===== src/rtl/finish_pkg.sv =====
// Shared encodings for the program-completion monitor: FSM states, finish causes
// and the instruction words that mark the end of a program.
package finish_pkg;

   typedef enum logic [1:0] {
      ST_RUN   = 2'd0,
      ST_DRAIN = 2'd1,
      ST_DONE  = 2'd2
   } state_t;

   typedef enum logic [1:0] {
      CAUSE_NONE = 2'd0,
      CAUSE_SYS  = 2'd1,
      CAUSE_LOOP = 2'd2,
      CAUSE_WD   = 2'd3
   } cause_t;

   localparam logic [31:0] INSTR_ECALL    = 32'h0000_0073;
   localparam logic [31:0] INSTR_EBREAK   = 32'h0010_0073;
   localparam logic [31:0] INSTR_JAL_SELF = 32'h0000_006F;

   function automatic logic is_system(input logic [31:0] instr);
      return (instr == INSTR_ECALL) || (instr == INSTR_EBREAK);
   endfunction

endpackage


===== src/rtl/pc_stall_tracker.sv =====
// Counts consecutive retires at an unchanged PC; stall_hit is a same-cycle pulse
// on the retire that reaches STALL_LIMIT. Idle cycles neither advance nor clear it.
module pc_stall_tracker
   import finish_pkg::*;
#(
   parameter int XLEN        = 32,
   parameter int STALL_LIMIT = 4
)(
   input  logic            clock,
   input  logic            rst,
   input  logic            en,
   input  logic            retire,
   input  logic [XLEN-1:0] pc,
   output logic            stall_hit
);

   logic [XLEN-1:0] prev_pc;
   logic            prev_valid;
   logic [31:0]     stall_cnt;
   logic            upd;
   logic            same_pc;

   assign upd       = en & retire;
   assign same_pc   = prev_valid && (pc == prev_pc);
   assign stall_hit = upd && same_pc && ((stall_cnt + 32'd1) >= 32'(STALL_LIMIT));

   // Counter holds once the limit is reached; the FSM leaves RUN on that retire anyway.
   always_ff @(posedge clock or negedge rst) begin
      if (!rst) begin
         prev_pc    <= '0;
         prev_valid <= 1'b0;
         stall_cnt  <= '0;
      end else if (upd) begin
         prev_pc    <= pc;
         prev_valid <= 1'b1;
         if (!same_pc)
            stall_cnt <= '0;
         else if (!stall_hit)
            stall_cnt <= stall_cnt + 32'd1;
      end
   end

endmodule


===== src/rtl/finish_detector.sv =====
// Watches the retire stream and raises a sticky finish_flag DRAIN_CYCLES edges after
// a terminating retire (watchdog: no drain); all outputs registered, no backpressure.
module finish_detector
   import finish_pkg::*;
#(
   parameter int XLEN         = 32,
   parameter int DRAIN_CYCLES = 2,
   parameter int STALL_LIMIT  = 4,
   parameter int WD_MAX       = 1000000
)(
   input  logic            clock,
   input  logic            rst,
   input  logic            retire,
   input  logic [XLEN-1:0] pc,
   input  logic [31:0]     instr,
   output logic            finish_flag,
   output logic [1:0]      finish_cause,
   output logic [XLEN-1:0] halt_pc,
   output logic [31:0]     retired_count
);

   localparam logic [31:0] DRAIN_LOAD = (DRAIN_CYCLES == 0) ? 32'd0 : 32'(DRAIN_CYCLES - 1);

   state_t          state, state_nxt;
   cause_t          cause, cause_nxt;
   logic [XLEN-1:0] halt_nxt;
   logic [31:0]     count_nxt;
   logic [31:0]     drain_cnt, drain_nxt;
   logic            stall_hit;
   logic            wd_hit;

   pc_stall_tracker #(
      .XLEN        (XLEN),
      .STALL_LIMIT (STALL_LIMIT)
   ) u_stall (
      .clock     (clock),
      .rst       (rst),
      .en        (state == ST_RUN),
      .retire    (retire),
      .pc        (pc),
      .stall_hit (stall_hit)
   );

   assign wd_hit       = (retired_count != 32'hFFFF_FFFF) &&
                         ((retired_count + 32'd1) == 32'(WD_MAX));
   assign finish_cause = cause;

   always_comb begin
      state_nxt = state;
      cause_nxt = cause;
      halt_nxt  = halt_pc;
      count_nxt = retired_count;
      drain_nxt = drain_cnt;
      case (state)
         ST_RUN: begin
            if (retire) begin
               if (retired_count != 32'hFFFF_FFFF)
                  count_nxt = retired_count + 32'd1;
               // Priority: system call, then self-loop/stall, then watchdog.
               if (is_system(instr) || (instr == INSTR_JAL_SELF) || stall_hit) begin
                  cause_nxt = is_system(instr) ? CAUSE_SYS : CAUSE_LOOP;
                  halt_nxt  = pc;
                  if (DRAIN_CYCLES == 0) begin
                     state_nxt = ST_DONE;
                  end else begin
                     state_nxt = ST_DRAIN;
                     drain_nxt = DRAIN_LOAD;
                  end
               end else if (wd_hit) begin
                  cause_nxt = CAUSE_WD;
                  halt_nxt  = pc;
                  state_nxt = ST_DONE;
               end
            end
         end
         ST_DRAIN: begin
            if (drain_cnt == 32'd0)
               state_nxt = ST_DONE;
            else
               drain_nxt = drain_cnt - 32'd1;
         end
         default: ;
      endcase
   end

   always_ff @(posedge clock or negedge rst) begin
      if (!rst) begin
         state         <= ST_RUN;
         cause         <= CAUSE_NONE;
         halt_pc       <= '0;
         retired_count <= '0;
         drain_cnt     <= '0;
         finish_flag   <= 1'b0;
      end else begin
         state         <= state_nxt;
         cause         <= cause_nxt;
         halt_pc       <= halt_nxt;
         retired_count <= count_nxt;
         drain_cnt     <= drain_nxt;
         finish_flag   <= (state_nxt == ST_DONE);
      end
   end

endmodule


===== config.mk =====
export PLATFORM = sky130hd
export DESIGN_NAME = finish_detector
export DESIGN_NICKNAME = d
export VERILOG_FILES = /design/src/rtl/finish_pkg.sv /design/src/rtl/pc_stall_tracker.sv /design/src/rtl/finish_detector.sv
export SDC_FILE = /design/constraint.sdc
export NUM_CORES = 1
export LEC_CHECK = 0
export BUFFER_PORTS_ARGS = -buffer_cell sky130_fd_sc_hd__buf_2
export CAP_MARGIN = 20
export CORE_MARGIN = 4
export CORE_UTILIZATION = 38
export CTS_BUF_LIST = sky130_fd_sc_hd__clkbuf_16
export DETAILED_ROUTE_END_ITERATION = 10
export PLACE_DENSITY = 0.59
export SLEW_MARGIN = 20
export SYNTH_ARGS = -nofsm -noshare
export SYNTH_HDL_FRONTEND = slang
export SYNTH_SLANG_ARGS = --single-unit

===== constraint.sdc =====
create_clock -name clock -period 4.1 [get_ports clock]
set_input_delay 0.205 -clock clock [delete_from_list [all_inputs] [get_ports clock]]
set_output_delay 0.205 -clock clock [all_outputs]
set_load 0.02 [all_outputs]

Word-level counts from Yosys, hierarchy flattened
Index checks and enable logic that the tools add are counted.

Register bits: 166. Bits of input ports: 67. Output and inout port bits: 67.

Add/sub/neg operators: 3. $lt $le $gt $ge: 1. Eq/ne operators: 12. Multiplexer cells: 16. Bitwise operators: 1. Reductions and logical operators: 15.

Operators by type and width (number): $mux 32 (7); $add 32x1->32 const B (2); $eq 32x7->1 const B (2); $pmux 32 s2 (1); $eq 32x20->1 const B (1); $eq 32x21->1 const B (1); $eq 32x32->1 (1); $ge 32x3->1 const B (1); $logic_not 32->1 (1); $ne 32x32->1 const B (1); $sub 32x1->32 const B (1); $mux 2 (7); $ne 2x2->1 const B (4); $reduce_and 3->1 (2); $logic_and 1x1->1 (4); $pmux 2 s2 (1); $reduce_and 4->1 (1); $reduce_bool 2->1 (2); $logic_or 1x1->1 (3); $eq 2x1->1 const B (1); $eq 2x2->1 const B (1); $logic_not 2->1 (1); $reduce_and 2->1 (1); $and 1x1->1 (1).

Longest topological paths before layout
Depth in word-level cells: 9. Depth in mapped cells: 12. Mapped depth without buffers: 10.

Hierarchy
A second synthesis with hierarchy kept.

Cells, all modules: 832. Area, all modules: 8928.6 µm².

Modules (own cells, without submodules): finish_detector (times used 1, cells an instance 528, area an instance 5474.0 µm², sequential area each 2527.4 µm²); pc_stall_tracker (times used 1, cells an instance 304, area an instance 3454.6 µm², sequential area each 1626.6 µm²).

Worst setup path after synthesis
OpenSTA, ideal clock, no wires.

Path kind: register -> register. From: register u_stall.stall_cnt[0]. To: register halt_pc[10]. Library setup time: 0.125 ns. Arrival: 3.491 ns. Slack: 0.484 ns. Cell stages (with the launch flop): 12. Buffers on the path: 1. Cells stage by stage: dfrtp_1 > ha_1 > nand3_2 > or4_1 > o41ai_1 > o211ai_1 > nand4bb_1 > or4_1 > o221a_4 > nor2_8 > buf_12 > mux2_4.

Longest elaborated chain between the ends: 6.

RTL lines: start: declaration (RTL line pc_stall_tracker.sv:19) `logic [31:0] stall_cnt;`; start signal: assignment (RTL line pc_stall_tracker.sv:39) `stall_cnt <= stall_cnt + 32'd1;`; $add 32x1->32 * (RTL line pc_stall_tracker.sv:25) `assign stall_hit = upd && same_pc && ((stall_cnt + 32'd1) >= 32'(STALL_LIMIT));`; $ge 32x3->1 * (RTL line pc_stall_tracker.sv:25); $logic_and 1x1->1 * (RTL line pc_stall_tracker.sv:25); $logic_or 1x1->1 * (RTL line finish_detector.sv:60) `if (is_system(instr) || (instr == INSTR_JAL_SELF) || stall_hit) begin`; $reduce_bool 2->1 (no line); $reduce_and 3->1 (no line); end signal: assignment (RTL line finish_detector.sv:97) `halt_pc <= halt_nxt;`; end: declaration (RTL line finish_detector.sv:18) `output logic [XLEN-1:0] halt_pc,`.

Mark *: on every way between the ends. The rest lies on a longest branch, timed or not. A chain may end at the register's enable or synchronous reset.

Final worst setup path
From: register u_stall.stall_cnt[1]. To: register halt_pc[31].

Same word-level chain as after synthesis.

==> summary.txt <==
Timing
  • Post-route setup slack: roughly 0.28 ns
  • Maximum achievable frequency: ~260 MHz
  • Number of endpoints with negative hold slack in the final report: 0
  • Unrepaired setup endpoints after global routing: false
  • Final period demand of the worst path: around 3.8 ns
  • Accumulated negative setup slack: 0 ns
  • Final period util: 93.3%
  • Worst-case clock skew: roughly 0.011 ns
  • Transition time of the tightest slew-check pin: about 0.9 ns
  • Number of max-slew violations in the final report: 0
  • Setup-failing EPs final: 0
  • Worst rel slew slack: around two fifths

Floorplan
  • Die Width: ~160 um
  • CORE AREA: around 23000 sq um
  • I/O pin total: about 130
  • # rows: 55
  • Die ar.: ~26000 sq um
  • Vertical die dimension: about 160 um
  • Initial core utilization: just under 40%

Synthesis
  • Sequential element share of the synthesized area: between 40 and 50%
  • Nets in the synthesized netlist: between 900 and 1000
  • Synthesis Warnings: 0
  • Top cell type's share of synthesized area: roughly 47%
  • Share of async-settable or async-resettable flops after synthesis: 100%
  • Top_reg_cell synth: dfrtp_1
  • Area contributors post-synth: dfrtp_1 47%, nand2_1 6.2%, xnor2_1 5.4%
  • Flip-flop and latch count after synthesis: ~170
  • Cell taking the most area after synthesis: dfrtp_1
  • Number of standard cells after synthesis: 894
  • Average size of a mapped cell: 9.89 sq um
  • Mapped cell area: approximately 8800 sq um
  • Post-synthesis cell type count: between 70 and 80
  • Number of enable-type register cells in the synthesized netlist: 0

Finish
  • Count of fill cells added during filler insertion: approximately 2100
  • Antenna diodes: 0
  • Final #Nets: 1105
  • Final Non-Filler Cells: around 1400
  • Synthesis-to-layout area growth: 19.3%
  • Share of layout cells above drive strength 1: 22.4%

Critical path
  • Most frequent CP cell: or4_1
  • Worst Path Arrival: roughly 4.1 ns
  • Master of the slowest instance on the critical path: or4_1
  • Data required, critical path: between 4 and 5 ns
  • Crit path largest cell delay: 0.65 ns
  • Type of destination of the critical path: flop
  • Worst r2r path cells: 11
  • Critical path start-end classification: flop to flop
  • Startpoint type of the worst setup path: flop
  • Series of cell instances along the critical path: ha_1, nand3_2, or4_1, nor4_1, a21boi_2, mux2i_2, or4_1, o221a_4, nor2_8, buf_12, mux2_2
  • Highest net fanout along the worst path: 33

Global route
  • Antenna violations before repair: 2
  • Number of global-route vias before repair: approximately 6700
  • Overall overflow remaining after global route: 0
  • Global-route wire length before repair: approximately 35000 um
  • Pin count of the biggest net entering global routing: between 100 and 150
  • All-Layer GR Usage: around 17%

Detailed routing
  • Vias: 6995
  • DRC violations left: 0
  • Initial DRC count: between 500 and 600
  • Detail-routed via count per cell: roughly 5.1
  • Average wire length per cell after detail routing: ~16 um
  • Routed Wire Length: roughly 21000 um
  • Number of detailed-routing iterations run before antenna repair: 5
  • ANT nets after route: 0

CTS
  • Clock tree root driver cell: clkbuf_16
  • Worst skew pair latency: between 0.4 and 0.5 ns
  • H-tree level count: 4
  • Clock transition at the register clock pins on the worst setup and hold paths after CTS: about 0.07 ns
  • TritonCTS clock tree: done
  • Cts bufs inserted: 17
  • Sink Count: between 150 and 200
  • Clock Tree Buf Depth: 2
  • Post-CTS setup buffer count: 0

Min path
  • Path class of the lowest-slack min-delay path: primary input to flop
  • Hold Path Cell Cnt: 3

Place
  • Post-placement cell count: ~1300
  • Worst setup slack after placement: roughly 0.25 ns
  • Estimated wirelength of the detail-placed design: between 10000 and 15000 um
  • # port buffers: between 100 and 150
  • Routability Congestion: between 0.8 and 0.9

Outcome
  • Status: completed

Pwr
  • Maximum resistive drop on vdd: about 0.24 mV
  • Ratio of total power to cell area: ~320 nW/um^2
  • Cell leakage power: 4.85 nW

Flow run
  • Maximum Capacitance Violations: 0
==> synthesized netlist by cell type, drive strengths merged (11+ instances only) <==
master  instances
dfrtp         166
nand2         147
nor2           76
xnor2          55
nand3          40
xor2           40
and2           38
mux2           38
nand4          33
nor3           30
nor4           26
clkbuf         24
a21oi          21
o21ai          12
nand2b         11
==> kinds of logic (layout without fill, tap and decap cells) <==
logic type / Yosys count / in the layout / share of synthesized area, %
buf+inv: 41 / 194 / 2.42
fa+ha+maj: 4 / 4 / 0.566
simple gates: 466 / 466 / 27.5
xor+xnor: 95 / 95 / 9.41
flops: 166 / 166 / 47.0
compound gates: 80 / 80 / 6.48
mux: 42 / 42 / 6.61
==> cells in the final DEF (no fill, tap or decap), types with 4 or more instances in the layout <==
master / synthesis / layout
or4_1: 8 / 8
buf_4: 0 / 8
xnor2_1: 55 / 55
or3_1: 9 / 9
and4_1: 8 / 8
dfrtp_1: 166 / 166
nand2b_1: 11 / 11
inv_1: 8 / 9
xor2_1: 40 / 40
ha_1: 4 / 4
clkbuf_16: 0 / 17
o21ai_0: 11 / 11
nand3_1: 39 / 39
nor3b_1: 5 / 5
buf_2: 3 / 132
nor3_1: 30 / 30
a31oi_1: 4 / 4
and2_1: 38 / 37
nand4b_1: 4 / 4
mux2_4: 30 / 30
dlygate4sd3_1: 0 / 10
nand4_1: 32 / 32
a21oi_1: 20 / 20
nand2_1: 145 / 145
mux2_2: 8 / 8
nor2_1: 75 / 75
o31ai_1: 6 / 6
a21o_1: 4 / 4
o211ai_1: 6 / 6
nor4_1: 24 / 24
and3_1: 8 / 8
nor4b_1: 6 / 6
==> final timing paths <==
check	start	end	slack, ns
setup reg to reg	u_stall.stall_cnt[1]	halt_pc[31]	0.28
setup / recovery	u_stall.stall_cnt[1]	halt_pc[31]	0.28
max in group asynchronous	rst	u_stall.stall_cnt[22]	3.09
min in group asynchronous	rst	retired_count[18]	0.27
hold / removal	pc[7]	u_stall.prev_pc[7]	0.02
hold reg to reg	u_stall.prev_pc[2]	u_stall.prev_pc[2]	0.49
==> flip-flops by register name, summed over array words and instances (netlist names), 2 cells and up <==
register           cells
finish_cause           2
u_stall.stall_cnt     32
retired_count         32
state                  2
u_stall.prev_pc       32
halt_pc               32
drain_cnt             32
==> where the power goes <==
group / internal [mW] / leakage (nW) / switching, mW
sequential: 1.64 / 2.13 / 0
clock: 0.901 / 0.285 / 0.694
combinational: 0.0483 / 2.44 / 0.0734
total: 2.59 / 4.85 / 0.768
==> cell type report <==
type | count | area [sq um] | share of cell area [%]
sequential | 166 | 4150 | 39.4
multi-input combinational | 687 | 4500 | 42.6
timing repair buffer | 154 | 900 | 8.53
clock buffer | 17 | 425 | 4.03
tap | 313 | 392 | 3.71
inverter | 8 | 30.0 | 0.285
clock inverter | 15 | 153 | 1.45
==> worst max-delay path: cells and delay by family (launching register included) <==
family | cells | cell delay (ns)
and+or+nand+nor | 5 | 1.77
buffers and inverters | 1 | 0.26
adders and majority gates | 1 | 0.23
muxes | 2 | 0.48
DFF | 1 | 0.43
AOI/OAI and AO/OA | 2 | 0.53
==> what timing repair did <==
item                                   CTS  global route
endpoints found under the hold margin  112             0
resized for setup                        0             3
hold buffers                            10             0
setup endpoints to repair                0             4
==> metal layers <==
metal | GRT usage, % | vias up | part of all wire (%)
met1 | 23.6 | 3379 | 48
met5 | 0 | - | 0.057
li1 | - | 3423 | -
met2 | 26.0 | 161 | 46
met3 | 3.39 | 30 | 4.4
met4 | 5.08 | 2 | 1.5
==> per-stage QoR <==
stage,total power [mW],util (%),hold slack [ns],instance area [sq um]
final,3.35,46.3,0.0156,10500
after detailed placement,1.78,43.1,0.408,9820
after floorplan,1.69,-,-0.0906,8840
after global routing,3.49,46.3,0.0165,10500
after global placement,1.78,43.1,0.400,9820
after CTS,3.40,46.1,0.00112,10500
Note: power is estimated with default switching activity, not from simulation.
